File: config.mk
export PLATFORM = sky130hd
export DESIGN_NAME = inference_scheduler
export DESIGN_NICKNAME = d
export VERILOG_FILES = /design/src/rtl/inference_scheduler.sv
export SDC_FILE = /design/constraint.sdc
export NUM_CORES = 1
export LEC_CHECK = 0
export BUFFER_PORTS_ARGS = -buffer_cell sky130_fd_sc_hd__buf_2
export CAP_MARGIN = 20
export CORE_MARGIN = 4
export CORE_UTILIZATION = 50
export CTS_CLUSTER_DIAMETER = 80
export CTS_CLUSTER_SIZE = 40
export DETAILED_ROUTE_END_ITERATION = 10
export PLACE_DENSITY = 0.82
export RECOVER_POWER = 25
export SYNTH_ARGS = -nofsm -noshare
export SYNTH_HDL_FRONTEND = slang
export SYNTH_SLANG_ARGS = --single-unit
File: constraint.sdc
create_clock -name clock -period 7.6 [get_ports clock]
set_input_delay 0 -clock clock [delete_from_list [all_inputs] [get_ports clock]]
set_output_delay 0 -clock clock [all_outputs]
set_load 0.01 [all_outputs]
File: src/rtl/inference_scheduler.sv
`default_nettype none
// ============================================================================
// Module   : inference_scheduler
// Purpose  : Launches one inference at a time on the network, waits with a
//            timeout, then finds the argmax class serially and offers the result.
// Revision : 1.0
// ============================================================================
module inference_scheduler #(
   parameter int DATA_WIDTH     = 32,
   parameter int NUM_INPUTS     = 2,
   parameter int NUM_OUTPUTS    = 2,
   parameter int TIMEOUT_CYCLES = 1024,
   parameter int COUNT_WIDTH    = 16,
   localparam int c_IDX_WIDTH   = (NUM_OUTPUTS > 1) ? $clog2(NUM_OUTPUTS) : 1
) (
   input  logic                         clock,
   input  logic                         reset,
   input  logic                         in_valid,
   output logic                         in_ready,
   input  logic signed [DATA_WIDTH-1:0] in_data [NUM_INPUTS],
   output logic signed [DATA_WIDTH-1:0] nn_inputs [NUM_INPUTS],
   output logic                         nn_inputs_ready,
   input  logic signed [DATA_WIDTH-1:0] nn_outputs [NUM_OUTPUTS],
   input  logic                         nn_outputs_ready,
   output logic                         out_valid,
   input  logic                         out_ready,
   output logic signed [DATA_WIDTH-1:0] out_data [NUM_OUTPUTS],
   output logic [c_IDX_WIDTH-1:0]       out_argmax,
   output logic                         busy,
   output logic                         timeout_flag,
   output logic [COUNT_WIDTH-1:0]       inference_count
);

   localparam int c_WAIT_WIDTH = (TIMEOUT_CYCLES > 1) ? $clog2(TIMEOUT_CYCLES) : 1;
   localparam logic [c_WAIT_WIDTH-1:0] c_WAIT_LAST = c_WAIT_WIDTH'(TIMEOUT_CYCLES - 1);
   localparam logic [c_IDX_WIDTH-1:0]  c_SCAN_LAST = c_IDX_WIDTH'(NUM_OUTPUTS - 1);
   localparam logic [c_IDX_WIDTH-1:0]  c_SCAN_FIRST = c_IDX_WIDTH'(1);

   typedef enum logic [2:0] {
      S_IDLE   = 3'd0,
      S_LAUNCH = 3'd1,
      S_WAIT   = 3'd2,
      S_SCAN   = 3'd3,
      S_DONE   = 3'd4
   } state_t;

   state_t                         r_state;
   state_t                         w_next_state;
   logic signed [DATA_WIDTH-1:0]   r_nn_inputs [NUM_INPUTS];
   logic signed [DATA_WIDTH-1:0]   r_out_data [NUM_OUTPUTS];
   logic [c_IDX_WIDTH-1:0]         r_argmax;
   logic [c_IDX_WIDTH-1:0]         r_best;
   logic [c_IDX_WIDTH-1:0]         r_scan_idx;
   logic [c_WAIT_WIDTH-1:0]        r_wait_cnt;
   logic [COUNT_WIDTH-1:0]         r_count;
   logic                           r_timeout;
   logic                           w_wait_last;
   logic                           w_scan_last;
   logic                           w_better;

   assign w_wait_last = (r_wait_cnt == c_WAIT_LAST);
   assign w_scan_last = (r_scan_idx == c_SCAN_LAST);

   // Strict greater-than keeps the lower index on ties.
   generate
      if (NUM_OUTPUTS > 1) begin : g_scan_cmp
         assign w_better = (r_out_data[r_scan_idx] > r_out_data[r_best]);
      end else begin : g_single_out
         assign w_better = 1'b0;
      end
   endgenerate

   always_ff @(posedge clock) begin
      if (reset) begin
         r_state <= S_IDLE;
      end else begin
         r_state <= w_next_state;
      end
   end

   always_comb begin
      w_next_state = r_state;
      case (r_state)
         S_IDLE: begin
            if (in_valid) begin
               w_next_state = S_LAUNCH;
            end
         end
         S_LAUNCH: begin
            w_next_state = S_WAIT;
         end
         S_WAIT: begin
            // A result arriving on the terminal count beats the timeout.
            if (nn_outputs_ready) begin
               w_next_state = (NUM_OUTPUTS > 1) ? S_SCAN : S_DONE;
            end else if (w_wait_last) begin
               w_next_state = S_IDLE;
            end
         end
         S_SCAN: begin
            if (w_scan_last) begin
               w_next_state = S_DONE;
            end
         end
         S_DONE: begin
            if (out_ready) begin
               w_next_state = S_IDLE;
            end
         end
         default: begin
            w_next_state = S_IDLE;
         end
      endcase
   end

   always_ff @(posedge clock) begin
      if (reset) begin
         for (int i = 0; i < NUM_INPUTS; i++) begin
            r_nn_inputs[i] <= '0;
         end
         for (int i = 0; i < NUM_OUTPUTS; i++) begin
            r_out_data[i] <= '0;
         end
         r_argmax   <= '0;
         r_best     <= '0;
         r_scan_idx <= '0;
         r_wait_cnt <= '0;
         r_count    <= '0;
         r_timeout  <= 1'b0;
      end else begin
         case (r_state)
            S_IDLE: begin
               if (in_valid) begin
                  r_nn_inputs <= in_data;
               end
            end
            S_LAUNCH: begin
               r_wait_cnt <= '0;
            end
            S_WAIT: begin
               r_wait_cnt <= r_wait_cnt + 1'b1;
               if (nn_outputs_ready) begin
                  r_out_data <= nn_outputs;
                  r_best     <= '0;
                  r_scan_idx <= c_SCAN_FIRST;
                  if (NUM_OUTPUTS == 1) begin
                     r_argmax <= '0;
                  end
               end else if (w_wait_last) begin
                  r_timeout <= 1'b1;
               end
            end
            S_SCAN: begin
               if (w_better) begin
                  r_best <= r_scan_idx;
               end
               r_scan_idx <= r_scan_idx + 1'b1;
               if (w_scan_last) begin
                  r_argmax <= w_better ? r_scan_idx : r_best;
               end
            end
            S_DONE: begin
               if (out_ready) begin
                  r_count <= r_count + 1'b1;
               end
            end
            default: begin
            end
         endcase
      end
   end

   assign in_ready        = (r_state == S_IDLE);
   assign busy            = (r_state != S_IDLE);
   assign out_valid       = (r_state == S_DONE);
   assign nn_inputs_ready = (r_state == S_LAUNCH);
   assign nn_inputs       = r_nn_inputs;
   assign out_data        = r_out_data;
   assign out_argmax      = r_argmax;
   assign timeout_flag    = r_timeout;
   assign inference_count = r_count;

endmodule
`default_nettype wire
==> impl_metrics.yaml <==
sta:
  slew_viol_final: 0
  period_needed_ns: 3.36
  slew_headroom_pct: 30.2
  setup_tns_ns: 0
  hold_violations: 0
  period_share_pct: 44.2
  worst_pin_slew_ns: 1.05
  max_clock_freq_ghz: 0.298
  grt_setup_unrepaired: "no"
  finClkSkew_ns: 0.0117
  finalSetupViolations: 0
cts:
  cts-root-buf: "clkbuf_16"
  cts_setup_buffers: 0
  cts.sinks: 161
  cts_tree: "done"
  htreeDepth: 4
  cts_resized: 0
  numCtsBuffers: 17
  clk_latency_ns: 0.43
  clk_path_buf_depth: 2
  clkTransAtPathRegs_ns: 0.07
routing:
  antenna_left: 0
  vias: 7894
  drcViolationCount: 0
  dr.pass1.iters: 8
  viasPerCell: 5.38
  drt_iter0_markers: 427
  avgRoutedWirePerCell_microns: 17.0
  drt-total-wl_mm: 24.9
outcome:
  status: "finished clean"
min_path:
  hold_path.class: "in2reg"
  hold_start: "in_valid"
pwr:
  p_comb_share_pct: 33.6
  p_clk_share_pct: 30.2
  p_leak_nw: 4.39
  power_mw: 2.95
  intPower_mw: 1.89
  ir_drop_uv: 260
  cellPowerDensity_nw_per_um2: 280
  p_sw_mw: 1.06
  p_seq_share_pct: 36.2
  p_sw_share_pct: 36.0
place:
  dpl.hpwl_mm: 14.3
  dp_cells: 1300
  globalplace.congestion: 0.891
  portBuffers: 282
  placed_cell_area_sq_um: 8690
die:
  die_w_microns: 129
  chipHeight_microns: 129
  ios: 283
  initial_core_util_pct: 51.7
  dieArea_sq_um: 16500
  rows: 43
  core_sq_um: 14000
logic_synthesis:
  synth_top_area_share_pct: 44.4
  synth_cell_types: 46
  postSynthAreaPerCell_sq_um: 8.18
  ys_seq_area_share_pct: 44.4
  netlist_top_cells_area: "dfxtp_1, nand2_1, a21oi_1, ha_1, mux2_2"
  synth_flop_cell: "dfxtp_1"
  syn-cell-area_sq_um: 7260
  synth_seq_cells: 161
  synthArstFlopShare_pct: 0
  yosys_warnings: 0
  synth_edf_count: 0
  synth_top_area_cell: "dfxtp_1"
  synthCells: 888
  mappedNetlistNets: 1055
layout:
  fin_cells: 1466
  fin_nets: 1437
  fin_util_pct: 75.0
  drive_gt1_share_pct: 22.4
  most-common-layout-cells: "nand2_1, buf_2, dfxtp_1, a21oi_1, dlygate4sd3_1"
  finish.instance_area_sq_um: 10500
  final_common_cell: "nand2_1"
  syn2layout_area_growth_pct: 45.0
grt:
  gr-total-overflow: 0
  antenna_found_initial: 1
  grt_pass1_wl_mm: 39.1
  grt_start_max_net_pins: 92
  track_usage_pct: 29.2
  grt_pass1_vias: 7993
worst_setup_path:
  crit_start: "r_best"
  path_cells: "mux2i_1 -> ha_1 -> a21oi_1 -> o21ai_0 -> a221oi_1 -> nor3_2 -> nor3_1 -> mux2_4 -> a2111o_1 -> nand2_1"
  cp_data_required_time_ns: 7.96
  start_kind: "register"
  rrSetupSlack_ns: 4.24
  max_stage_delay_ns: 1.02
  cp-end-kind: "register"
  arrival_ns: 3.72
  crit_type: "reg2reg"
  r2r-start: "r_best"
  cp_slowest_cell: "dfxtp_2"
  worst-path-max-fanout: 34
run:
  drv_cap: 0
-- Yosys cell counts, types with 2 or more instances --
| library cell | instances |
|---|---|
| a21oi_1 | 155 |
| inv_1 | 10 |
| a211oi_1 | 5 |
| xor2_1 | 5 |
| ha_1 | 34 |
| nor2_1 | 38 |
| xnor2_1 | 7 |
| clkbuf_1 | 47 |
| o21ai_0 | 10 |
| a2111o_1 | 2 |
| nand3b_1 | 2 |
| nand2_1 | 274 |
| nand3_1 | 12 |
| or3_1 | 4 |
| nand4_1 | 11 |
| and2_1 | 2 |
| clkbuf_8 | 5 |
| dfxtp_1 | 161 |
| nor3_1 | 6 |
| mux2_2 | 33 |
| buf_1 | 2 |
| and3_1 | 5 |
| mux2i_1 | 35 |
-- layer usage --
| metal | track usage [%] | vias up | wire (microns) | part of all wire (%) |
|---|---|---|---|---|
| met5 | 0 | - | 7 | 0.028 |
| li1 | - | 3773 | - | - |
| met2 | 50.8 | 395 | 12300 | 50 |
| met3 | 9.46 | 78 | 2310 | 9.3 |
| met1 | 32.5 | 3646 | 9360 | 38 |
| met4 | 13.5 | 2 | 865 | 3.5 |
-- power groups by stage --
stage | sequential, mW | combinational, mW | clock [mW]
final | 1.07 | 0.991 | 0.892
after global routing | 1.08 | 1.09 | 0.934
after CTS | 1.06 | 0.975 | 0.904
after detailed placement | 1.07 | 0.916 | 0
after global placement | 1.07 | 0.904 | 0
after floorplan | 1.10 | 0.593 | 0
-- worst max-delay path: cells and delay by family, from the launching register on --
family,cells,cell delay [ns]
AO/OA/AOI/OAI,4,1.02
adder cells (fa/ha/maj),1,0.28
flip-flops,1,1.02
multiplexers,2,0.62
AND/OR/NAND/NOR,3,0.33
-- per-stage QoR --
step	worst slack, ns	hold slack [ns]
floorplan	4.48	0.136
global placement	4.32	0.239
detailed placement	4.28	0.245
CTS	4.26	0.00112
global route	4.08	0.0962
finish	4.24	0.0275
-- kinds of logic (layout without fill, tap and decap cells) --
| group | Yosys count | count (layout) | synth area share (%) |
|---|---|---|---|
| simple gates | 365 | 365 | 20.8 |
| other cells | 0 | 3 | 0 |
| mux | 69 | 69 | 10.1 |
| buf+inv | 65 | 460 | 4.07 |
| flops | 161 | 161 | 44.4 |
| compound gates | 182 | 182 | 13.4 |
| xor+xnor | 12 | 12 | 1.45 |
| fa+ha+maj | 34 | 34 | 5.86 |
-- path summary, 6_finish.rpt --
path,to,cells past startpoint
min,r_state[1],3
min reg2reg,nn_inputs[62],2
max reg2reg,r_best,10
max,r_best,10
-- final cells by class --
cell class                      instances  area [sq um]
Multi-Input combinational cell        662          3750
Fill cell                             970          3510
Sequential cell                       161          3220
Timing Repair Buffer                  418          2680
Clock buffer                           18           429
Tap cell                              180           225
Clock inverter                         14           180
Inverter                               10          37.5
Antenna cell                            3          7.51
-- sequential cells by signal, indices dropped and copies added, names as in the netlist --
| signal | cells |
|---|---|
| r_scan_idx | 1 |
| nn_inputs | 64 |
| r_best | 1 |
| r_wait_cnt | 10 |
| out_data | 64 |
| timeout_flag | 1 |
| r_state | 3 |
| inference_count | 16 |
| out_argmax | 1 |
-- timing repair --
action | in CTS | in global routing
endpoints found under the hold margin | 131 | 0
hold buffers | 130 | 0
setup endpoints to repair | 0 | 0
(Power assumes the default switching activity.)
